`src/rtl/cache_fill_fsm.sv`:
```
// -----------------------------------------------------------------------------
// cache_fill_fsm
//
// Miss-handling controller for one cache (I or D). When a lookup misses, it
// fetches the whole block from multi-cycle main memory. It issues one word
// read per cycle, back to back, without waiting for returns. Each returned
// word is written straight into the data array. The tag/valid entry is written
// together with the last word. fsm_busy stalls the pipeline from the cycle the
// miss is seen until the fill completes.
//
// Ports:
//   clk                in   clock, rising edge
//   rst                in   asynchronous active-high reset
//   miss_detected      in   cache lookup missed this cycle
//   miss_address       in   byte address of the missing access
//   memory_data_valid  in   memory_data holds the word for the oldest request
//   memory_data        in   returned read data
//   fsm_busy           out  fill in progress (pipeline stall request)
//   memory_read_en     out  issue a read request this cycle
//   memory_address     out  byte address of the request
//   write_data_array   out  write fill_data into the data array this cycle
//   fill_word          out  word index within the block for the data write
//   fill_data          out  data to write (the returned memory word)
//   write_tag_array    out  write tag/valid for the block this cycle
//   fill_base          out  latched block base address (tag/index source)
// -----------------------------------------------------------------------------
module cache_fill_fsm #(
    parameter  int ADDR_W = 16,
    parameter  int WORD_W = 16,
    parameter  int WORDS  = 8,
    localparam int OFF_W  = $clog2(2 * WORDS),
    localparam int IDX_W  = $clog2(WORDS)
) (
    input  logic              clk,
    input  logic              rst,
    input  logic              miss_detected,
    input  logic [ADDR_W-1:0] miss_address,
    input  logic              memory_data_valid,
    input  logic [WORD_W-1:0] memory_data,
    output logic              fsm_busy,
    output logic              memory_read_en,
    output logic [ADDR_W-1:0] memory_address,
    output logic              write_data_array,
    output logic [IDX_W-1:0]  fill_word,
    output logic [WORD_W-1:0] fill_data,
    output logic              write_tag_array,
    output logic [ADDR_W-1:0] fill_base
);

    typedef enum logic {
        IDLE,
        FILL
    } stateT;

    localparam logic [IDX_W:0]   REQ_FULL = (IDX_W + 1)'(WORDS);
    localparam logic [IDX_W-1:0] RCV_LAST = IDX_W'(WORDS - 1);

    stateT             state;
    logic [ADDR_W-1:0] base;
    logic [IDX_W:0]    reqCnt;   // requests issued this fill, saturates at WORDS
    logic [IDX_W-1:0]  rcvCnt;   // words received this fill

    logic reqActive;
    logic accept;

    // NOTE: every signal written in an always_comb gets a value on every path,
    // otherwise a latch is inferred.
    always_comb begin
        reqActive = (state == FILL) && (reqCnt < REQ_FULL);
        // A valid pulse only counts when a request is actually outstanding;
        // stray pulses (idle, or before the first request) are dropped.
        accept    = (state == FILL) && memory_data_valid
                    && ({1'b0, rcvCnt} < reqCnt);
    end

    // Stall is raised in the very cycle the miss is seen, before the state
    // register has moved, so the pipeline never advances past a missing access.
    assign fsm_busy         = !rst && ((state == FILL) || ((state == IDLE) && miss_detected));

    assign memory_read_en   = reqActive;
    assign memory_address   = reqActive ? (base + (ADDR_W'(reqCnt) << 1)) : '0;

    // Returned data goes straight to the array in the cycle it is valid.
    assign write_data_array = accept;
    assign fill_word        = accept ? rcvCnt : '0;
    assign fill_data        = accept ? memory_data : '0;
    assign write_tag_array  = accept && (rcvCnt == RCV_LAST);
    assign fill_base        = base;

    // NOTE: sequential state uses non-blocking assignments so every register
    // samples the pre-edge values, independent of statement order.
    always_ff @(posedge clk or posedge rst) begin
        if (rst) begin
            state  <= IDLE;
            base   <= '0;
            reqCnt <= '0;
            rcvCnt <= '0;
        end else begin
            unique case (state)
                IDLE: begin
                    if (miss_detected) begin
                        base   <= {miss_address[ADDR_W-1:OFF_W], {OFF_W{1'b0}}};
                        reqCnt <= '0;
                        rcvCnt <= '0;
                        state  <= FILL;
                    end
                end
                FILL: begin
                    if (reqActive) begin
                        reqCnt <= reqCnt + (IDX_W + 1)'(1);
                    end
                    if (accept) begin
                        if (rcvCnt == RCV_LAST) begin
                            // Last word: all requests have been issued, so
                            // both counters can be cleared for the next fill.
                            state  <= IDLE;
                            rcvCnt <= '0;
                            reqCnt <= '0;
                        end else begin
                            rcvCnt <= rcvCnt + IDX_W'(1);
                        end
                    end
                end
                default: state <= IDLE;
            endcase
        end
    end

endmodule

```
`config.mk`:
```
export PLATFORM = sky130hd
export DESIGN_NAME = cache_fill_fsm
export DESIGN_NICKNAME = d
export VERILOG_FILES = /design/src/rtl/cache_fill_fsm.sv
export SDC_FILE = /design/constraint.sdc
export NUM_CORES = 1
export LEC_CHECK = 0
export BUFFER_PORTS_ARGS = -buffer_cell sky130_fd_sc_hd__buf_4
export CORE_MARGIN = 2
export CORE_UTILIZATION = 33
export CTS_CLUSTER_DIAMETER = 120
export DETAILED_ROUTE_END_ITERATION = 6
export SYNTH_ARGS = -nofsm -noshare
export SYNTH_HDL_FRONTEND = slang
export SYNTH_SLANG_ARGS = --single-unit
```
`constraint.sdc`:
```
create_clock -name clk -period 2.3 [get_ports clk]
set_input_delay 0.46 -clock clk [delete_from_list [all_inputs] [get_ports clk]]
set_output_delay 0.46 -clock clk [all_outputs]
set_load 0.005 [all_outputs]
```
; After elaboration in Yosys (flattened, before gate mapping)
; Index checks and enable logic that the tools add are counted.
[word_totals]
elab_cells = 39
reg_bits = 20
in_bits = 36
output_inout_bits = 55
[classes]
reduce_logical = 10
n_bitwise = 1
n_addsub = 3
n_lt_le_gt_ge = 2
eq_ne = 3
n_mux = 16
[op_table]
columns = op, count
row1 = 16-bit two-way mux, 2
row2 = 16-bit by 5-bit adder with 16-bit output, 1
row3 = 4-bit two-way mux, 4
row4 = 3-bit two-way mux, 4
row5 = 4-bit one-hot mux with 2 select lines, 1
row6 = 1-bit logical AND, 6
row7 = 3-bit one-hot mux with 2 select lines, 1
row8 = 4-bit by 1-bit adder with 4-bit output (second input constant), 1
row9 = 3-bit by 4-bit < comparator with 1-bit output, 1
row10 = 4-bit < comparator (second input constant), 1
row11 = 2-bit AND reduction, 2
row12 = 3-bit by 1-bit adder with 3-bit output (second input constant), 1
row13 = 3-bit equality test (second input constant), 1
row14 = 1-bit two-way mux, 3
row15 = 2-bit by 1-bit inequality test with 1-bit output (second input constant), 1
row16 = 2-bit inequality test (second input constant), 1
row17 = 1-bit one-hot mux with 2 select lines, 1
row18 = 1-bit logical NOT, 1
row19 = 1-bit logical OR, 1
row20 = 1-bit inverter, 1

; Depth between registers and ports, before layout
; Gate-level depths: netlist of the first run.
[depth]
depth_word = 6
depth_mapped = 7
mapped_depth_nobuf = 6

; Worst setup path before layout of the first run
; OpenSTA, ideal clock, no wires.
[synth_timing]
path_kind = register to output
from = reg reqCnt[1]
to = out fill_data[10]
required_time_ns = 1.840
n_path_buf = 2
stages_incl_launch_ff = 8
slack_ns = 0.360
arrival_ns = 1.480
cell_sequence = dfrtp_1 > inv_1 > ha_1 > a211oi_2 > o31a_1 > buf_6 > buf_6 > and2_1
[synth_between]
elab_chain_cells = 3
[synth_rtl]
columns = element, line_no
row1 = "start, declared", 60  ; logic [IDX_W:0] reqCnt;
row2 = "start signal, assigned", 110  ; reqCnt <= reqCnt + (IDX_W + 1)'(1);
row3 = 3-bit by 4-bit < comparator with 1-bit output, 73  ; && ({1'b0, rcvCnt} < reqCnt);
row4 = 1-bit logical AND, 73
row5 = named net write_data_array, 43  ; output logic write_data_array,
row6 = 16-bit two-way mux, 86  ; assign fill_data = accept ? memory_data : '0;
row7 = "end, declared", 45  ; output logic [WORD_W-1:0] fill_data,
; The timed path passes the listed nets, and every way through them passes these cells.

; Final worst setup path of the first run
[layout_timing]
from = reg reqCnt[1]
to = out fill_data[5]
[layout_between]
elab_chain_cells = 3
[layout_rtl]
columns = element, line_no
row1 = 3-bit by 4-bit < comparator with 1-bit output, 73
row2 = 1-bit logical AND, 73
row3 = 16-bit two-way mux, 86
; No other way between the ends.

==> report_table.html, run 1 <==
<table>
<tr><th>Metric</th><th>Value</th></tr>
<tr><th colspan="2">Critical path</th></tr>
<tr><td>Worst Path Class, Setup</td><td>flip-flop to primary output</td></tr>
<tr><td>Critical path launch point type</td><td>flip-flop</td></tr>
<tr><td>Start point of the critical path</td><td>reqCnt[1]$_DFFE_PP0P_</td></tr>
<tr><td>Worst Path Arrival</td><td>1.89 ns</td></tr>
<tr><td>Crit Reg-Reg Startpoint</td><td>reqCnt[1]$_DFFE_PP0P_</td></tr>
<tr><td>Biggest fanout along the worst timing path</td><td>10</td></tr>
<tr><td>Critical Path End Type</td><td>primary output</td></tr>
<tr><td>Depth of the worst register-to-register path</td><td>7</td></tr>
<tr><td>Required time at the endpoint of the critical path</td><td>1.84 ns</td></tr>
<tr><td>R2r endpoint</td><td>rcvCnt[2]$_DFFE_PP0P_</td></tr>
<tr><td>Setup slack, reg-to-reg</td><td>0.37 ns</td></tr>
<tr><td>CP endpoint</td><td>fill_data[5]</td></tr>
<tr><th colspan="2">Die</th></tr>
<tr><td>Die area</td><td>4880 µm²</td></tr>
<tr><td>Starting utilization of the core area</td><td>0.350</td></tr>
<tr><td>Row count</td><td>23</td></tr>
<tr><td>Die span in y</td><td>69.8 µm</td></tr>
<tr><td>Number of top-level pins</td><td>91</td></tr>
<tr><td>Core area</td><td>4090 µm²</td></tr>
<tr><td>Horizontal extent of the die</td><td>69.8 µm</td></tr>
<tr><th colspan="2">Synthesis</th></tr>
<tr><td>Syn Area/Cell</td><td>9.29 µm²</td></tr>
<tr><td>Sequential fraction of the synthesis area</td><td>0.350</td></tr>
<tr><td>Dominant synthesized flop cell</td><td>sky130_fd_sc_hd__dfrtp_1</td></tr>
<tr><td>Share of cell area taken by muxes after synthesis</td><td>0.0892</td></tr>
<tr><td>Post-synthesis register bit count</td><td>20</td></tr>
<tr><td>Post-synthesis adder-cell area fraction</td><td>0.0700</td></tr>
<tr><td>Distinct cell type count after synthesis</td><td>37</td></tr>
<tr><td>Synth Area in Simple Gates</td><td>0.234</td></tr>
<tr><td>Number of flops mapped to enable cells by yosys</td><td>0</td></tr>
<tr><td>Async SR Flop Fraction</td><td>1.00</td></tr>
<tr><td>Dominant combinational cell family by area after synthesis</td><td>simple AND/OR/NAND/NOR gates</td></tr>
<tr><td>Total of warnings raised by yosys</td><td>0</td></tr>
<tr><td>Synthesized cell area</td><td>1430 µm²</td></tr>
<tr><td>Number of standard cells after synthesis</td><td>154</td></tr>
<tr><td>Post-synthesis compound-gate area fraction</td><td>0.128</td></tr>
<tr><td>Xor-xnor portion of the synthesized cell area</td><td>0.0429</td></tr>
<tr><th colspan="2">Clocking</th></tr>
<tr><td>Buffer cell driving the clock tree root</td><td>sky130_fd_sc_hd__clkbuf_8</td></tr>
<tr><td>Maximum buffer depth of the clock tree</td><td>2</td></tr>
<tr><td>Clock transition at the registers of the reported paths</td><td>0.07 ns</td></tr>
<tr><td>CTS Hold Buffers Added</td><td>0</td></tr>
<tr><td>TritonCTS clock tree</td><td>done</td></tr>
<tr><td>Clock network latency to the later pin of the worst-skew pair</td><td>0.25 ns</td></tr>
<tr><td># clock sinks</td><td>20</td></tr>
<tr><td>Number of buffers inserted during clock tree synthesis</td><td>3</td></tr>
<tr><td>H-Tree Depth</td><td>1</td></tr>
<tr><th colspan="2">STA</th></tr>
<tr><td>Unrepaired setup endpoints after global routing</td><td>true</td></tr>
<tr><td>Min Tclk post-route</td><td>2.35 ns</td></tr>
<tr><td>Layout Skew</td><td>0.00441 ns</td></tr>
<tr><td>Total count of hold-check failures in the final report</td><td>0</td></tr>
<tr><td>Final critical-path setup slack</td><td>-0.0483 ns</td></tr>
<tr><td>Setup violations, final</td><td>20</td></tr>
<tr><td>Final Hold Slack</td><td>0.355 ns</td></tr>
<tr><td>Worst slew slack as a fraction of its limit</td><td>0.484</td></tr>
<tr><td>Worst-Margin Slew</td><td>0.774 ns</td></tr>
<tr><td>Achievable frequency</td><td>0.426 GHz</td></tr>
<tr><td>Fin crit share</td><td>1.02</td></tr>
<tr><td>Number of max-slew violations in the final report</td><td>0</td></tr>
<tr><th colspan="2">GRT</th></tr>
<tr><td>Maximum number of pins on one net before global-route repair</td><td>21</td></tr>
<tr><td>GR Overflow Total</td><td>0</td></tr>
<tr><td>Number of antenna violations at the first check in global routing</td><td>0</td></tr>
<tr><td>First-pass GRT wire length</td><td>6400 µm</td></tr>
<tr><td>Global-route total usage across every layer</td><td>0.159</td></tr>
<tr><td>Via count of the first global-routing pass</td><td>1,386</td></tr>
<tr><th colspan="2">Final layout</th></tr>
<tr><td># nets final</td><td>289</td></tr>
<tr><td>Commonest cells after routing, fill and taps aside</td><td>79 x sky130_fd_sc_hd__buf_4, 20 x sky130_fd_sc_hd__dfrtp_1, 15 x sky130_fd_sc_hd__buf_6, 13 x sky130_fd_sc_hd__and2_4, 12 x sky130_fd_sc_hd__nor2_1</td></tr>
<tr><td>Synth-to-Final Area Change</td><td>61.5%</td></tr>
<tr><td>Share of layout cells above drive strength 1</td><td>0.556</td></tr>
<tr><td># diodes</td><td>0</td></tr>
<tr><td>Most common library cell in the layout ignoring fill and taps</td><td>sky130_fd_sc_hd__buf_4</td></tr>
<tr><td>Fraction of the core area covered by cells at the end of the flow</td><td>0.565</td></tr>
<tr><td>Filler cell count in the final layout</td><td>384</td></tr>
<tr><th colspan="2">Drt</th></tr>
<tr><td>Initial DRC count</td><td>50</td></tr>
<tr><td>Iteration count of the initial detailed-routing pass</td><td>4</td></tr>
<tr><td>Final routed DRC violation total</td><td>0</td></tr>
<tr><td>Via total after detailed routing</td><td>1,427</td></tr>
<tr><td>Average wire per cell in the routed design</td><td>13.7 µm</td></tr>
<tr><td>Post-detailed-route via-to-cell ratio</td><td>4.87</td></tr>
<tr><td>Final WL</td><td>4020 µm</td></tr>
<tr><td>Antenna-violating nets left</td><td>0</td></tr>
<tr><th colspan="2">Job</th></tr>
<tr><td>Max-cap violations</td><td>0</td></tr>
<tr><th colspan="2">Pwr</th></tr>
<tr><td>Power density relative to cell area</td><td>1220 nW/µm²</td></tr>
<tr><td>Worst-case vdd ir drop</td><td>583 µV</td></tr>
<tr><td>Leakage</td><td>1.10 nW</td></tr>
<tr><th colspan="2">Hold path</th></tr>
<tr><td>Class of the tightest hold or removal check</td><td>primary input to async pin</td></tr>
<tr><th colspan="2">Placed design</th></tr>
<tr><td>Weighted congestion reported at the end of routability-driven placement</td><td>0.801</td></tr>
<tr><td>Number of buffer cells added on primary ports</td><td>81</td></tr>
<tr><td>Final HPWL from detailed placement</td><td>2920 µm</td></tr>
<tr><th colspan="2">Status</th></tr>
<tr><td>Failing checks</td><td>negative setup slack</td></tr>
<tr><td>Result of the run</td><td>finished, violations left</td></tr>
</table>
==> timing repair <==
item | CTS | global route
endpoints found under the setup margin | 21 | 24
cloned | 2 | 0
resized for setup | 25 | 17
pin swaps | 3 | 6
buffers inserted | 5 | 0
==> synthesized netlist by cell type, drive strengths merged, types with 2 or more instances <==
| cell | n | share of area |
|---|---|---|
| and2 | 23 | 0.10 |
| nor2 | 13 | 0.034 |
| dfrtp | 20 | 0.35 |
| or3 | 3 | 0.013 |
| nor2b | 2 | 0.0087 |
| o31ai | 2 | 0.010 |
| nand3 | 4 | 0.014 |
| inv | 8 | 0.021 |
| xor2 | 2 | 0.012 |
| a21oi | 6 | 0.021 |
| buf | 11 | 0.060 |
| xnor2 | 5 | 0.031 |
| mux2 | 11 | 0.089 |
| o21ai | 6 | 0.021 |
| nand2 | 8 | 0.021 |
| nand2b | 2 | 0.014 |
| nor3 | 4 | 0.014 |
| ha | 8 | 0.070 |
| o31a | 2 | 0.012 |
| a211oi | 2 | 0.014 |
==> report_power, final <==
part / internal (mW) / switching, mW
sequential: 0.525 / 0.233
clock: 0.116 / 0.107
combinational: 1.10 / 0.727
==> worst min path at each step <==
stage,start,to,cells after the start
global placement,fill_base[4]$_DFFE_PP0P_,fill_base[4]$_DFFE_PP0P_,1
detailed placement,rcvCnt[1]$_DFFE_PP0P_,rcvCnt[1]$_DFFE_PP0P_,1
CTS,rst,state$_DFF_PP0_,2
global route,miss_address[11],fill_base[11]$_DFFE_PP0P_,3
floorplan,rst,fill_base[10]$_DFFE_PP0P_,1
finish,rst,state$_DFF_PP0_,2
==> cells by family after synthesis <==
| group | Yosys count |
|---|---|
| other | 1 |
| buffers and inverters | 20 |
| adder cells (fa/ha/maj) | 8 |
| multiplexers | 11 |
| flip-flops | 20 |
| AND/OR/NAND/NOR | 62 |
| XOR/XNOR | 7 |
| AO/OA/AOI/OAI | 25 |
==> critical path, cell delays in order (launching register included) <==
cell                       delay (ns)
sky130_fd_sc_hd__dfrtp_1         0.40
sky130_fd_sc_hd__inv_2           0.09
sky130_fd_sc_hd__ha_4            0.21
sky130_fd_sc_hd__a211oi_2        0.22
sky130_fd_sc_hd__o31a_1          0.31
sky130_fd_sc_hd__buf_6           0.17
sky130_fd_sc_hd__and2_1          0.13
sky130_fd_sc_hd__buf_4           0.10
==> per-stage QoR <==
| stage | setup TNS [ns] | area (µm²) | total power [mW] | std cells | worst slack [ns] |
|---|---|---|---|---|---|
| after floorplan | 0 | 1450 | 1.57 | 158 | 0.360 |
| after global placement | 0 | 2070 | 2.24 | 283 | 0.132 |
| after detailed placement | 0 | 2070 | 2.26 | 283 | 0.153 |
| after CTS | -0.297 | 2250 | 2.73 | 293 | -0.0220 |
| after global routing | -2.05 | 2310 | 3.03 | 293 | -0.130 |
| final | -0.560 | 2310 | 2.81 | 293 | -0.0483 |
==> layer usage <==
metal  up-vias  wire (µm)  GRT usage
met1       674       1790      0.214
met2        52       1990      0.268
li1        699          -          -
met4         0         29     0.0321
met5         -          0          0
met3         2        212     0.0291
==> area by class of cell <==
type | count | area (µm²) | share of cell area
Clock buffer | 3 | 41.3 | 0.0179
Inverter | 8 | 30.0 | 0.0130
Multi-Input combinational cell | 118 | 913 | 0.395
Sequential cell | 20 | 500 | 0.217
Tap cell | 50 | 62.6 | 0.0271
Timing Repair Buffer | 94 | 762 | 0.330
==> flip-flops by register name, summed over array words and instances, names as in the netlist <==
register   flops
fill_base     12
rcvCnt         3
reqCnt         4
state          1
Note: power is estimated with default switching activity, not from simulation.
==> run 2: changes to the inputs <==
--- a/config.mk
+++ b/config.mk
@@ -10,6 +10,7 @@
 export CORE_UTILIZATION = 33
 export CTS_CLUSTER_DIAMETER = 120
 export DETAILED_ROUTE_END_ITERATION = 6
+export PLACE_DENSITY_LB_ADDON = 0.25
 export SYNTH_ARGS = -nofsm -noshare
 export SYNTH_HDL_FRONTEND = slang
 export SYNTH_SLANG_ARGS = --single-unit
==> run 2 against run 1 <==
The run now ends clean. Sequential power is 3% lower. Routed wire length is 7.5% lower. Critical path depth unchanged. Clock power grew 24%. Clock-buffer cell count up 1. Final cell count down 0.68%. Non-clock buffer count decreased by 3. Maximum frequency increased by 3.5%. Worst setup slack improved by 0.080 ns. Flip-flop and latch count stayed put. Largest power group unchanged. Hold slack lost 0.0097 ns. Die area unchanged.
==> report_table.html, run 2 (synthesized netlist as in run 1, its figures left out) <==
<table>
<tr><th>Metric</th><th>Value</th></tr>
<tr><th colspan="2">Status</th></tr>
<tr><td>Result of the run</td><td>finished, final reports clean</td></tr>
<tr><th colspan="2">Hold path</th></tr>
<tr><td>Class of the tightest hold or removal check</td><td>primary input to async pin</td></tr>
<tr><th colspan="2">Pwr</th></tr>
<tr><td>Power density relative to cell area</td><td>1220 nW/µm² (+0.12%)</td></tr>
<tr><td>Worst-case vdd ir drop</td><td>484 µV (-17%)</td></tr>
<tr><td>Leakage</td><td>1.06 nW (-4.1%)</td></tr>
<tr><th colspan="2">Drt</th></tr>
<tr><td>Iteration count of the initial detailed-routing pass</td><td>4 (unchanged)</td></tr>
<tr><td>Post-detailed-route via-to-cell ratio</td><td>4.75 (-2.4%)</td></tr>
<tr><td>Initial DRC count</td><td>26 (-48%)</td></tr>
<tr><td>Final WL</td><td>3720 µm (-7.5%)</td></tr>
<tr><td>Via total after detailed routing</td><td>1,383 (-3.1%)</td></tr>
<tr><td>Antenna-violating nets left</td><td>0 (unchanged)</td></tr>
<tr><td>Average wire per cell in the routed design</td><td>12.8 µm (-6.9%)</td></tr>
<tr><td>Final routed DRC violation total</td><td>0 (unchanged)</td></tr>
<tr><th colspan="2">Critical path</th></tr>
<tr><td>Critical Path End Type</td><td>primary output</td></tr>
<tr><td>Worst path most repeated cell</td><td>sky130_fd_sc_hd__buf_4</td></tr>
<tr><td>Largest delay share family, worst path</td><td>flip-flops</td></tr>
<tr><td>Critical path launch point type</td><td>flip-flop</td></tr>
<tr><td>Biggest fanout along the worst timing path</td><td>10 (unchanged)</td></tr>
<tr><td>Cell type of the slowest stage on the worst timing path</td><td>sky130_fd_sc_hd__dfrtp_1</td></tr>
<tr><td>Critical path, cell by cell</td><td>inv_2, ha_2, a211oi_4, o31a_1, buf_4, and2_1, buf_4</td></tr>
<tr><td>Worst Path Class, Setup</td><td>flip-flop to primary output</td></tr>
<tr><td>Worst Path Buf+Inv</td><td>3 (unchanged)</td></tr>
<tr><td>Worst Path Arrival</td><td>1.81 ns (-0.08 ns)</td></tr>
<tr><td>Delay of the slowest cell on the worst path</td><td>0.40 ns (about the same)</td></tr>
<tr><td>Required time at the endpoint of the critical path</td><td>1.84 ns (about the same)</td></tr>
<tr><th colspan="2">STA</th></tr>
<tr><td>Number of max-slew violations in the final report</td><td>0 (unchanged)</td></tr>
<tr><td>Layout Skew</td><td>0.00439 ns (-0.0000215 ns)</td></tr>
<tr><td>Worst slew slack as a fraction of its limit</td><td>0.487 (+0.00367)</td></tr>
<tr><td>Total count of hold-check failures in the final report</td><td>0 (unchanged)</td></tr>
<tr><td>Min Tclk post-route</td><td>2.27 ns (-0.0805 ns)</td></tr>
<tr><td>Final critical-path setup slack</td><td>0.0322 ns (+0.0805 ns)</td></tr>
<tr><td>Achievable frequency</td><td>0.441 GHz (+3.5%)</td></tr>
<tr><td>Unrepaired setup endpoints after global routing</td><td>true</td></tr>
<tr><td>Setup TNS</td><td>0 ns (+0.560 ns)</td></tr>
<tr><td>Setup violations, final</td><td>0 (-100%)</td></tr>
<tr><td>Fin crit share</td><td>0.986 (-0.0350)</td></tr>
<tr><td>Worst-Margin Slew</td><td>0.768 ns (-0.00550 ns)</td></tr>
<tr><th colspan="2">Die</th></tr>
<tr><td>Starting utilization of the core area</td><td>0.350 (unchanged)</td></tr>
<tr><td>Number of top-level pins</td><td>91 (unchanged)</td></tr>
<tr><td>Die span in y</td><td>69.8 µm (unchanged)</td></tr>
<tr><td>Die area</td><td>4880 µm² (unchanged)</td></tr>
<tr><td>Row count</td><td>23 (unchanged)</td></tr>
<tr><td>Core area</td><td>4090 µm² (unchanged)</td></tr>
<tr><td>Horizontal extent of the die</td><td>69.8 µm (unchanged)</td></tr>
<tr><th colspan="2">Clocking</th></tr>
<tr><td>Number of buffers inserted during clock tree synthesis</td><td>3 (unchanged)</td></tr>
<tr><td>Buffer cell driving the clock tree root</td><td>sky130_fd_sc_hd__clkbuf_8</td></tr>
<tr><td>CTS Hold Buffers Added</td><td>0 (unchanged)</td></tr>
<tr><td>H-Tree Depth</td><td>1 (unchanged)</td></tr>
<tr><td>Clock network latency to the later pin of the worst-skew pair</td><td>0.26 ns (about the same)</td></tr>
<tr><td>Maximum buffer depth of the clock tree</td><td>2 (unchanged)</td></tr>
<tr><td># clock sinks</td><td>20 (unchanged)</td></tr>
<tr><td>TritonCTS clock tree</td><td>done</td></tr>
<tr><td>Clock transition at the registers of the reported paths</td><td>0.08 ns (about the same)</td></tr>
<tr><th colspan="2">Job</th></tr>
<tr><td>Max-cap violations</td><td>0 (unchanged)</td></tr>
<tr><th colspan="2">GRT</th></tr>
<tr><td>Via count of the first global-routing pass</td><td>1,327 (-4.3%)</td></tr>
<tr><td>Number of antenna violations at the first check in global routing</td><td>0 (unchanged)</td></tr>
<tr><td>Global-route total usage across every layer</td><td>0.150 (-0.00958)</td></tr>
<tr><td>Maximum number of pins on one net before global-route repair</td><td>21 (unchanged)</td></tr>
<tr><td>GR Overflow Total</td><td>0 (unchanged)</td></tr>
<tr><td>First-pass GRT wire length</td><td>6050 µm (-5.4%)</td></tr>
<tr><th colspan="2">Final layout</th></tr>
<tr><td>Share of layout cells above drive strength 1</td><td>0.490 (-0.0659)</td></tr>
<tr><td># nets final</td><td>286 (-1.0%)</td></tr>
<tr><td>Synth-to-Final Area Change</td><td>53.3%</td></tr>
<tr><td># diodes</td><td>0 (unchanged)</td></tr>
<tr><td>Flip-flop count of the largest register, all copies and words added</td><td>12 (unchanged)</td></tr>
<tr><td>Most common library cell in the layout ignoring fill and taps</td><td>sky130_fd_sc_hd__buf_4</td></tr>
<tr><td>Commonest cells after routing, fill and taps aside</td><td>90 x sky130_fd_sc_hd__buf_4, 23 x sky130_fd_sc_hd__and2_1, 20 x sky130_fd_sc_hd__dfrtp_1, 12 x sky130_fd_sc_hd__nor2_1, 10 x sky130_fd_sc_hd__mux2_2</td></tr>
<tr><td>Filler cell count in the final layout</td><td>397 (+3.4%)</td></tr>
<tr><th colspan="2">Placed design</th></tr>
<tr><td>Pre-CTS setup slack</td><td>0.191 ns (+0.0373 ns)</td></tr>
<tr><td>Weighted congestion reported at the end of routability-driven placement</td><td>0.794 (-0.87%)</td></tr>
<tr><td>Final HPWL from detailed placement</td><td>2900 µm (-0.41%)</td></tr>
<tr><td>Number of buffer cells added on primary ports</td><td>81 (unchanged)</td></tr>
</table>
## run 2: cell types whose count changed in the layout (fill, tap and decap cells not counted), sizes merged
cell,delta
clkbuf,+1
buf,-3
## run 2: final cells by class
type	count	area (µm²)	share of cell area
clock buffer	4	55.1	0.0251
inverter	8	30.0	0.0137
multi-input combinational	118	857	0.391
sequential	20	500	0.228
tap	50	62.6	0.0285
timing repair buffer	91	687	0.313
## run 2: per-stage QoR
| step | utilization | hold WS, ns | total power, mW | area (µm²) | std cells |
|---|---|---|---|---|---|
| final | 0.536 | 0.346 | 2.67 | 2190 | 291 |
| after global routing | 0.536 | 0.411 | 2.89 | 2190 | 291 |
| after CTS | 0.529 | 0.385 | 2.61 | 2160 | 289 |
| after detailed placement | 0.507 | 0.547 | 2.26 | 2070 | 283 |
| after global placement | 0.507 | 0.544 | 2.23 | 2070 | 283 |
| after floorplan | - | 0.424 | 1.57 | 1450 | 158 |
## run 2: metal layers
metal,wire (µm),part of all wire,global-route usage
met1,1540,0.41,0.185
met2,1950,0.52,0.269
met3,207,0.056,0.0203
met4,27,0.0073,0.0427
met5,0,0,0
## run 2: worst paths after layout
path / from / endpoint / slack (ns) / depth (start not counted)
max: reqCnt[2]$_DFFE_PP0P_ / fill_data[10] / 0.03 / 7
max in group asynchronous: rst / fill_base[7]$_DFFE_PP0P_ / 1.47 / 2
max reg2reg: rcvCnt[1]$_DFFE_PP0P_ / reqCnt[2]$_DFFE_PP0P_ / 0.46 / 7
min reg2reg: fill_base[15]$_DFFE_PP0P_ / fill_base[15]$_DFFE_PP0P_ / 0.58 / 1
min in group clk: miss_address[11] / fill_base[11]$_DFFE_PP0P_ / 0.41 / 3
min: rst / rcvCnt[0]$_DFFE_PP0P_ / 0.35 / 2
## run 2: timing repair
| item | 4_1_cts | 5_1_grt |
|---|---|---|
| setup buffers | 2 | 2 |
| endpoints found under the setup margin | 21 | 24 |
| pin swaps | 1 | 1 |
| gates resized for setup | 5 | 5 |
## run 2: power breakdown
group / switching [mW] / total, mW / internal (mW)
clock network: 0.123 / 0.276 / 0.152
logic: 0.683 / 1.65 / 0.971
registers: 0.214 / 0.738 / 0.524
total: 1.02 / 2.67 / 1.65
